===== config.mk =====
export PLATFORM = sky130hd
export DESIGN_NAME = bin_to_bcd_seq
export DESIGN_NICKNAME = d
export VERILOG_FILES = /design/src/rtl/bin_to_bcd_seq.sv
export SDC_FILE = /design/constraint.sdc
export NUM_CORES = 1
export LEC_CHECK = 0
export ABC_AREA = 0
export BUFFER_PORTS_ARGS = -buffer_cell sky130_fd_sc_hd__buf_2
export CAP_MARGIN = 20
export CORE_UTILIZATION = 62
export CTS_CLUSTER_DIAMETER = 60
export DETAILED_ROUTE_END_ITERATION = 6
export PLACE_DENSITY = 0.92
export SYNTH_ARGS = -nofsm -noshare
export SYNTH_HDL_FRONTEND = slang
export SYNTH_SLANG_ARGS = --single-unit

===== constraint.sdc =====
create_clock -name clk -period 21.5 [get_ports clk]
set_input_delay 4.3 -clock clk [delete_from_list [all_inputs] [get_ports clk]]
set_output_delay 4.3 -clock clk [all_outputs]
set_load 0.02 [all_outputs]

===== src/rtl/bin_to_bcd_seq.sv =====
// Sequential binary-to-BCD converter (shift-and-add-3), one iteration per cycle,
// with optional two's-complement input, valid/ready handshakes and overflow flag.
module bin_to_bcd_seq #(
    parameter int IN_WIDTH  = 32,
    parameter int DIGITS    = 10,
    parameter int SIGNED_EN = 0
) (
    input  logic                            clk,
    input  logic                            reset,
    input  logic                            in_valid,
    output logic                            in_ready,
    input  logic [IN_WIDTH-1:0]             in_data,
    input  logic                            in_signed,
    output logic                            out_valid,
    input  logic                            out_ready,
    output logic [4*DIGITS-1:0]             out_bcd,
    output logic                            out_neg,
    output logic                            out_ovf,
    output logic [$clog2(DIGITS+1)-1:0]     out_ndigits
);

    localparam int NDW = $clog2(DIGITS + 1);
    localparam int CW  = $clog2(IN_WIDTH);

    if (IN_WIDTH < 4 || IN_WIDTH > 64) begin : g_bad_width
        $error("bin_to_bcd_seq: IN_WIDTH must be in 4..64");
    end
    if (DIGITS < 1 || DIGITS > 20) begin : g_bad_digits
        $error("bin_to_bcd_seq: DIGITS must be in 1..20");
    end

    typedef enum logic [1:0] {
        S_IDLE = 2'd0,
        S_CONV = 2'd1,
        S_DONE = 2'd2
    } state_t;

    state_t                 state_q;
    logic [IN_WIDTH-1:0]    bin_q;
    logic [4*DIGITS-1:0]    acc_q;
    logic                   ovf_q;
    logic                   neg_q;
    logic [CW-1:0]          cnt_q;

    logic                   out_valid_q;
    logic [4*DIGITS-1:0]    out_bcd_q;
    logic                   out_neg_q;
    logic                   out_ovf_q;
    logic [NDW-1:0]         out_ndigits_q;

    logic [4*DIGITS-1:0]    acc_adj;
    logic [4*DIGITS-1:0]    acc_d;
    logic [IN_WIDTH-1:0]    bin_d;
    logic                   ovf_d;
    logic [NDW-1:0]         nd_d;
    logic                   neg_in;
    logic [IN_WIDTH-1:0]    mag_in;

    // Magnitude of the incoming operand; the most-negative value maps to 2^(IN_WIDTH-1).
    always_comb begin
        neg_in = (SIGNED_EN != 0) && in_signed && in_data[IN_WIDTH-1];
        mag_in = neg_in ? ((~in_data) + IN_WIDTH'(1)) : in_data;
    end

    always_comb begin
        acc_adj = acc_q;
        for (int i = 0; i < DIGITS; i++) begin
            if (acc_q[4*i +: 4] >= 4'd5) begin
                acc_adj[4*i +: 4] = acc_q[4*i +: 4] + 4'd3;
            end
        end
        acc_d = {acc_adj[4*DIGITS-2:0], bin_q[IN_WIDTH-1]};
        bin_d = bin_q << 1;
        ovf_d = ovf_q | acc_adj[4*DIGITS-1];
        nd_d  = NDW'(1);
        for (int i = 1; i < DIGITS; i++) begin
            if (acc_d[4*i +: 4] != 4'd0) begin
                nd_d = NDW'(i + 1);
            end
        end
    end

    always_ff @(posedge clk) begin
        if (reset) begin
            state_q       <= S_IDLE;
            out_valid_q   <= 1'b0;
            out_bcd_q     <= '0;
            out_neg_q     <= 1'b0;
            out_ovf_q     <= 1'b0;
            out_ndigits_q <= '0;
        end else begin
            case (state_q)
                S_IDLE: begin
                    if (in_valid) begin
                        bin_q   <= mag_in;
                        acc_q   <= '0;
                        ovf_q   <= 1'b0;
                        neg_q   <= neg_in;
                        cnt_q   <= '0;
                        state_q <= S_CONV;
                    end
                end
                S_CONV: begin
                    bin_q <= bin_d;
                    acc_q <= acc_d;
                    ovf_q <= ovf_d;
                    cnt_q <= cnt_q + CW'(1);
                    if (cnt_q == CW'(IN_WIDTH - 1)) begin
                        out_bcd_q     <= acc_d;
                        out_neg_q     <= neg_q;
                        out_ovf_q     <= ovf_d;
                        out_ndigits_q <= nd_d;
                        out_valid_q   <= 1'b1;
                        state_q       <= S_DONE;
                    end
                end
                S_DONE: begin
                    if (out_ready) begin
                        out_valid_q <= 1'b0;
                        state_q     <= S_IDLE;
                    end
                end
                default: begin
                    out_valid_q <= 1'b0;
                    state_q     <= S_IDLE;
                end
            endcase
        end
    end

    assign in_ready    = (state_q == S_IDLE) && !reset;
    assign out_valid   = out_valid_q;
    assign out_bcd     = out_bcd_q;
    assign out_neg     = out_neg_q;
    assign out_ovf     = out_ovf_q;
    assign out_ndigits = out_ndigits_q;

endmodule

* Yosys cells after proc, flatten, opt, wreduce, memory -nomap -nowiden
Index checks and enable logic that the tools add are counted.
** Operators by class
- Reduce and logical (&&, ||, !) cells :: 17
- Bitwise gates (word level) :: 3
- Muxes and demuxes :: 34
- $lt $le $gt $ge :: 10
- Add/subtract/negate cells :: 11
- Equality and inequality tests :: 6
** Operator list (number)
- case mux 40 bit (2 select lines) :: 1
- 2-to-1 mux 4 bit :: 18
- case mux 32 bit (2 select lines) :: 1
- adder 4 x 2 -> 4 bit, second input constant :: 10
- greater-or-equal comparator 4 x 3 -> 1 bit, second input constant :: 10
- 2-to-1 mux 40 bit :: 1
- nonzero test 4 bit :: 9
- 2-to-1 mux 32 bit :: 1
- case mux 5 bit (2 select lines) :: 1
- AND reduction 3 bit :: 3
- 2-to-1 mux 2 bit :: 4
- inequality test 2 bit, second input constant :: 3
- case mux 2 bit (3 select lines) :: 1
- adder 5 x 1 -> 5 bit, second input constant :: 1
- equality test 5 bit, second input constant :: 1
- 2-to-1 mux 5 bit :: 1
- 2-to-1 mux 1 bit :: 3
- case mux 1 bit (3 select lines) :: 1
- equality test 2 x 1 -> 1 bit, second input constant :: 1
- equality test 2 bit, second input constant :: 1
- zero test 2 bit :: 1
- inverter 1 bit :: 2
- case mux 1 bit (2 select lines) :: 1
- AND reduction 2 bit :: 1
- 4 further kinds :: 4
** Storage, ports and cells
- Logic and storage cells :: 90
- Output and inout bits :: 48
- Bits in registers :: 126
- Input port bits :: 37

* Longest topological paths before layout
Gate-level depths: netlist of the first run.
- Depth after elaboration :: 12
- Depth in mapped cells :: 10
- Mapped depth without buffers :: 10

* Least setup slack after synthesis of the first run
Ideal clock, no wire load.
- Kind :: input -> register
- Start point :: in reset
- End point :: reg acc_q[0] (enable)
- Library setup time :: 0.610 ns
- Required time :: 20.890 ns
- Stages :: 3
- Arrival :: 10.066 ns
- Slack :: 10.824 ns
- Path buffers :: 2
- Cell sequence :: clkbuf_1 buf_1 nor3_1
** On the way
- Word-level cells in the longest chain between the ends :: 2
** RTL lines
- start, declared :: line 9 : input logic reset,
- inverter 1 bit (no source line)
- AND reduction 3 bit (no source line)
- end signal, assigned :: line 96 : acc_q <= '0;
- end signal, assigned :: line 105 : acc_q <= acc_d;
- end, declared :: line 40 : logic [4*DIGITS-1:0] acc_q;
Every way passes these cells.
A chain may end at the register's enable or synchronous reset.

* Worst setup path in the final report of the first run
- Start point :: in reset
- End point :: out in_ready
** On the way
- Word-level cells in the longest chain between the ends :: 2
** RTL lines
- zero test 1 bit :: line 131 : assign in_ready = (state_q == S_IDLE) && !reset;
- logical AND 1 bit :: line 131
- end, declared :: line 11 : output logic in_ready,
Every way passes these cells.

==> impl_metrics.tcl, run 1 <==
set metrics [dict create \
    finalNetCount 746 \
    pre_cts_ws_ns 11.95 \
    placed_cell_area_um2 6400 \
    final_cell_mix "nand2_1 (114), nor2_1 (102), buf_2 (82), edfxtp_1 (78), dfxtp_1 (48)" \
    synth-edff-count 78 \
    dieWidth_um 99.4 \
    drv_cap 0 \
    tns_ns 0 \
    crit_cells 3 \
    grt_pass1_vias 4669 \
    htreeDepth 4 \
    reg2reg_depth 8 \
    path_delay_family "buffers and inverters" \
    synth-xor-area-share_pct 1.79 \
    area_growth_pct 18.2 \
    synth_nets 666 \
    fmax_ghz 0.105 \
    hp-class "reg -> reg" \
    critPathCaptureType "output port" \
    outcome "complete, no violations" \
    postLayoutSetupSlackWorst_ns 11.95 \
    track_usage_pct 28.0 \
    rows 35 \
    grt_setup_unrepaired "no" \
    coreArea_um2 9240 \
    min_path_cells 2 \
    place.gp.congestion 0.842 \
    hold_viol 0 \
    clk_latency_ns 0.51 \
    cpPeakStageDelay_ns 0.67 \
    cts_root_buf "clkbuf_8" \
    critPathLaunchType "input port" \
    hpwl_um 8230 \
    min_period_ns 9.55 \
    cts_tree "built" \
    drt_pass1_iterations 5 \
    period_share_pct 44.4 \
    r2r_start "cnt_q[0]" \
    crit_buf_inv 2 \
    synth_area_um2 5890 \
    yosysWarnings 0 \
    nFillCells 604 \
    worstMarginPinSlew_ns 1.01 \
    grt_pass1_wl_um 21300 \
    cp_slowest_cell "buf_2" \
    synth_cells 607 \
    io_buffers 82 \
    ys_async_sr_fraction_pct 0 \
    instances_no_fill 829 \
    hp-start "out_valid" \
    mostFrequentLayoutCell "nand2_1" \
    synth_seq_area_share_pct 56.1 \
    vias 4642 \
    area.sequential_um2 3300 \
    drt-vias-per-instance 5.60 \
    p_per_area_nw_per_um2 86.7 \
    dr.first_iter.drc_count 363 \
    ys.flop_type "edfxtp_1" \
    grt_start_max_net_pins 79 \
    synth-seq-cells 126 \
    ios 85 \
    cts_sinks 126 \
    crit_start "reset" \
    wl_per_cell_um 15.5 \
    critPathRequiredTime_ns 17.20 \
    diodes 0 \
    finalSetupViolations 0 \
    relSlewSlack_pct 32.9 \
    path_max_fanout 45 \
    drc_errors 0 \
    fin_area_um2 6960 \
    hold_buffers 0 \
    crit_path_cell_trace "buf_2 > nor3_1 > buf_2" \
    path_clk_slew_ns 0.05 \
    regToRegSetupSlack_ns 18.87 \
    arrival_ns 5.25 \
    antenna_found_initial 0 \
    initial_utilization_pct 63.7 \
    synth_adder_area_share_pct 4.68 \
    die_h_um 99.4 \
    p_leak_uw 0.00292 \
    multiInputGateArea_um2 2400 \
    numCtsBuffers 17 \
    synth_top_family_by_area "simple AND/OR/NAND/NOR gates" \
    fin_worst_skew_ns 0.00976 \
    synth_simple_gate_area_share_pct 21.2 \
    overflow 0 \
    synthMuxAreaShare_pct 2.36 \
    crit_type "in -> out" \
    drv_slew 0 \
    synth_cell_types 44 \
    place_inst 797 \
    synth-compound-area-share_pct 10.5 \
    peakVddDrop_mv 0.0570 \
    drive_gt1_share_pct 19.3 \
    wirelength_um 12900 \
    worst_path_most_repeated_cell "buf_2" \
    avgSynthCellArea_um2 9.70 \
    fp.dieArea_um2 9890 \
    cts.repair.resized 0 \
    post_cts_buffers 0 \
    cts.path.max_buffers 2 \
    final_antenna_net_count 0 \
]
## stage by stage
| stage | util, % | power (uW) | hold WS (ns) |
|---|---|---|---|
| 2_1_floorplan | - | 326 | 0.484 |
| 3_3_place_gp | 69.3 | 336 | 0.440 |
| 3_5_place_dp | 69.3 | 341 | 0.445 |
| 4_1_cts | 75.3 | 605 | 0.452 |
| 5_1_grt | 75.3 | 624 | 0.486 |
| 6_report | 75.3 | 603 | 0.453 |
## worst reg2reg max path, cell delays in order, from the launching register on
cell	delay, ns
edfxtp_1	0.42
ha_1	0.24
and3_1	0.19
ha_1	0.18
nand2_1	0.61
buf_4	0.38
nand2_1	0.12
a21boi_1	0.15
a311oi_2	0.23
## registers in the layout, summed over array words and instances (netlist names)
name and count:
acc_q 40, out_bcd 40, bin_q 32, cnt_q 5, out_ndigits 4, state_q 2
out_ovf 1, out_valid 1, ovf_q 1
## routing by layer
layer / vias to the layer above / track usage, % / wire (um)
li1: 2236 / - / -
met4: 0 / 13.2 / 358
met3: 40 / 6.75 / 837
met1: 2171 / 32.5 / 5160
met2: 195 / 49.1 / 6510
met5: - / 0 / 0
## cell type report
cell class	count	share of cell area, %
clock buffer	27	7.66
clock inverter	5	0.377
inverter	24	1.29
multi-input combinational	431	34.5
sequential	126	47.5
tap	129	2.32
timing repair buffer	87	6.44
## cells by family after synthesis
group / count (synthesis)
AO/OA/AOI/OAI: 102
XOR/XNOR: 12
adder cells (fa/ha/maj): 22
buffers and inverters: 50
flip-flops: 126
multiplexers: 13
other: 1
AND/OR/NAND/NOR: 281
## synthesized netlist by cell type, types with 2 or more instances
cell type	instances	area, um^2
and2_1	8	50.1
mux2i_1	6	60.1
and3_1	5	31.3
o21ai_1	9	45.0
a21oi_1	45	225
a21boi_1	2	15.0
nand2_1	114	428
nor2b_1	6	37.5
nand3_1	3	15.0
mux2_2	7	78.8
o211ai_1	2	15.0
dfxtp_1	48	961
nor2_1	102	383
nor3b_1	18	135
inv_1	24	90.1
nand3b_1	2	15.0
a31oi_1	2	12.5
a211oi_1	21	158
xnor2_1	11	96.3
clkbuf_1	23	86.3
nand2b_1	8	50.1
a21oi_2	4	35.0
nand4_1	2	12.5
edfxtp_1	78	2340
nor3_1	7	35.0
ha_1	22	275
o21ai_0	11	55.1
## path summary, 6_finish.rpt
kind / end
max reg2reg: out_ndigits[2]
min reg2reg: out_valid
min: out_valid
max: in_ready
## power breakdown
group          internal [uW]  switching (uW)
logic                   21.4            38.6
registers                272            7.57
clock network            166            98.0
total                    459             144
Power figures use the tool's default switching activity.
==> inputs of run 2 (changes only) <==
--- a/config.mk
+++ b/config.mk
@@ -5,13 +5,13 @@
 export SDC_FILE = /design/constraint.sdc
 export NUM_CORES = 1
 export LEC_CHECK = 0
-export ABC_AREA = 0
+export ABC_AREA = 1
 export BUFFER_PORTS_ARGS = -buffer_cell sky130_fd_sc_hd__buf_2
 export CAP_MARGIN = 20
-export CORE_UTILIZATION = 62
+export CORE_UTILIZATION = 57
 export CTS_CLUSTER_DIAMETER = 60
 export DETAILED_ROUTE_END_ITERATION = 6
-export PLACE_DENSITY = 0.92
+export PLACE_DENSITY = 0.85
 export SYNTH_ARGS = -nofsm -noshare
 export SYNTH_HDL_FRONTEND = slang
 export SYNTH_SLANG_ARGS = --single-unit
==> constraint.sdc (replaced) <==
create_clock -name clk -period 8.9 [get_ports clk]
set_input_delay 1.78 -clock clk [delete_from_list [all_inputs] [get_ports clk]]
set_output_delay 1.78 -clock clk [all_outputs]
set_load 0.02 [all_outputs]
==> run 2 against run 1 <==
Compared with the run above: core utilization decreased by 6.0 points; global-route usage decreased by 3.4 points; non-clock buffer count down 1; register-to-register slack got worse by 12 ns; setup slack got worse by 7.4 ns; clock skew is 0.0021 ns lower; synthesized area rose by 2.0%; critical path depth up 1; clock-buffer cell count is 9 lower; cell area is 2.3% higher; combinational power grew to 3.3 times the previous value; critical path type unchanged; largest cell class unchanged; highest routed layer unchanged.
==> impl_metrics.tcl, run 2 <==
set metrics [dict create \
    cts.repair.resized 0 \
    route.met2.wl_um 6360 \
    ys_async_sr_fraction_pct 0 \
    synth_cells 682 \
    synth_top_area_share_pct 39.0 \
    synth.most_common_cell "nand2_1" \
    path_max_fanout 9 \
    drt_pass1_iterations 5 \
    path_delay_family "simple AND/OR/NAND/NOR gates" \
    hp-class "reg -> reg" \
    drive_gt1_share_pct 17.3 \
    numCtsBuffers 17 \
    mostFrequentLayoutCell "nand2_1" \
    path_clk_slew_ns 0.06 \
    place.gp.congestion 0.807 \
    fmax_ghz 0.228 \
    crit_path_cell_trace "buf_2 > or2_2 > nor2_1 > buf_2" \
    post_cts_buffers 0 \
    place_inst 877 \
    worstMarginPinSlew_ns 1.02 \
    dieWidth_um 105 \
    synth_top_cells_by_area "edfxtp_1 (39%), dfxtp_1 (16%), nand2_1 (12%)" \
    cts_root_buf "clkbuf_8" \
    worst_path_most_repeated_cell "buf_2" \
    grt_pass1_wl_um 21100 \
    cts_tree "built" \
    fp.dieArea_um2 10900 \
    grt_start_max_net_pins 79 \
    die_h_um 105 \
    synth_seq_area_share_pct 55.0 \
    wl_met3_um 687 \
    ios 85 \
    synth_cell_types 43 \
    p_per_area_nw_per_um2 220 \
    area.sequential_um2 3300 \
    synth-seq-cells 126 \
    drt-vias-per-instance 5.31 \
    relSlewSlack_pct 31.7 \
    crit_type "in -> out" \
    area_growth_pct 18.6 \
    drv_cap 0 \
    fin_worst_skew_ns 0.00769 \
    wl_per_cell_um 13.9 \
    netlist_top_cells_count "nand2_1 (186), inv_1 (91), edfxtp_1 (78), nor2_1 (66), dfxtp_1 (48)" \
    synth-edff-count 78 \
    finalSetupViolations 0 \
    cts_sinks 126 \
    tns_ns 0 \
    yosysWarnings 0 \
    drt-met1-wl_um 5230 \
    coreArea_um2 10300 \
    final_cell_mix "nand2_1 (186), inv_1 (91), buf_2 (82), edfxtp_1 (78), nor2_1 (65)" \
    hpwl_um 8170 \
    htreeDepth 4 \
    drv_slew 0 \
    rows 37 \
    critPathCaptureType "output port" \
    critPathRequiredTime_ns 7.12 \
    p_leak_uw 0.00340 \
    nFillCells 789 \
    min_period_ns 4.39 \
    grt_pass1_vias 4669 \
    peakVddDrop_mv 0.116 \
    arrival_ns 2.61 \
    synth_area_um2 6000 \
    outcome "complete, no violations" \
    critPathLaunchType "input port" \
    cts.path.max_buffers 2 \
    instances_no_fill 910 \
    ys.flop_type "edfxtp_1" \
    track_usage_pct 24.7 \
    vias 4835 \
    period_share_pct 49.3 \
    final_antenna_net_count 0 \
    hold_viol 0 \
    top_layer_used "met4" \
    cpPeakStageDelay_ns 0.33 \
    cp_slowest_cell "or2_2" \
    clk_latency_ns 0.54 \
    initial_utilization_pct 58.4 \
    io_buffers 82 \
    overflow 0 \
    diodes 0 \
    drc_errors 0 \
    synth_nets 741 \
    grt_setup_unrepaired "no" \
    crit_buf_inv 2 \
    synth.largest_area_cell "edfxtp_1" \
    antenna_found_initial 0 \
    dr.first_iter.drc_count 294 \
    finalNetCount 820 \
    wirelength_um 12700 \
    multiInputGateArea_um2 2250 \
    avgSynthCellArea_um2 8.80 \
    hold_buffers 0 \
]
==> run 2: layout make-up <==
class	count	share of cell area (%)
multi-input combinational	436	31.6
tap	136	2.39
clock buffer	18	5.87
timing repair buffer	86	6.47
sequential	126	46.4
clock inverter	14	2.35
inverter	94	4.95
==> run 2: worst paths after layout <==
check / start / end / slack [ns] / cells after the start
worst max-delay path: reset / in_ready / 4.51 / 4
worst min-delay path: out_bcd[36] / out_bcd[36] / 0.47 / 2
worst max register to register: state_q[0] / out_bcd[21] / 6.52 / 8
worst min register to register: out_bcd[36] / out_bcd[36] / 0.47 / 2
==> run 2: through the flow <==
stage          setup WS [ns]  hold WS, ns  area (um^2)  utilization, %  power (uW)
6_report                4.51        0.474         7120            69.3        1560
5_1_grt                 4.49        0.509         7120            69.3        1620
4_1_cts                 4.52        0.477         7090            69.0        1570
3_5_place_dp            4.52        0.467         6510            63.3         886
3_3_place_gp            4.53        0.447         6510            63.3         871
2_1_floorplan           2.89        0.494         6000               -         835
==> run 2: logic make-up (layout without fill, tap and decap cells) <==
family,count (synthesis),after routing,synth area share [%]
buf+inv,120,212,7.71
simple gates,292,292,20.2
other cells,1,1,0.0625
compound gates,106,106,10.1
fa+ha+maj,22,22,4.59
xor+xnor,15,15,2.31
flops,126,126,55.0
==> run 2: worst reg2reg max path, cell delays in order, from the launching register on <==
cell	delay [ns]
dfxtp_1	0.38
inv_2	0.07
nor2_4	0.62
inv_2	0.12
nor2_4	0.13
buf_4	0.56
o21ai_0	0.21
o21bai_1	0.20
inv_1	0.05
==> run 2: report_power, final <==
| group | internal, uW | leakage (uW) | total, uW | switching, uW |
|---|---|---|---|---|
| logic | 61.1 | 0.00198 | 196 | 135 |
| clock network | 426 | 0.000271 | 683 | 258 |
| registers | 666 | 0.00115 | 684 | 17.7 |
| total | 1150 | 0.00340 | 1560 | 410 |
==> run 2: metal layers <==
layer	track usage (%)	vias to the layer above
li1	-	2367
met1	27.6	2276
met2	42.6	153
met3	5.55	39
met4	15.6	0
met5	0	-
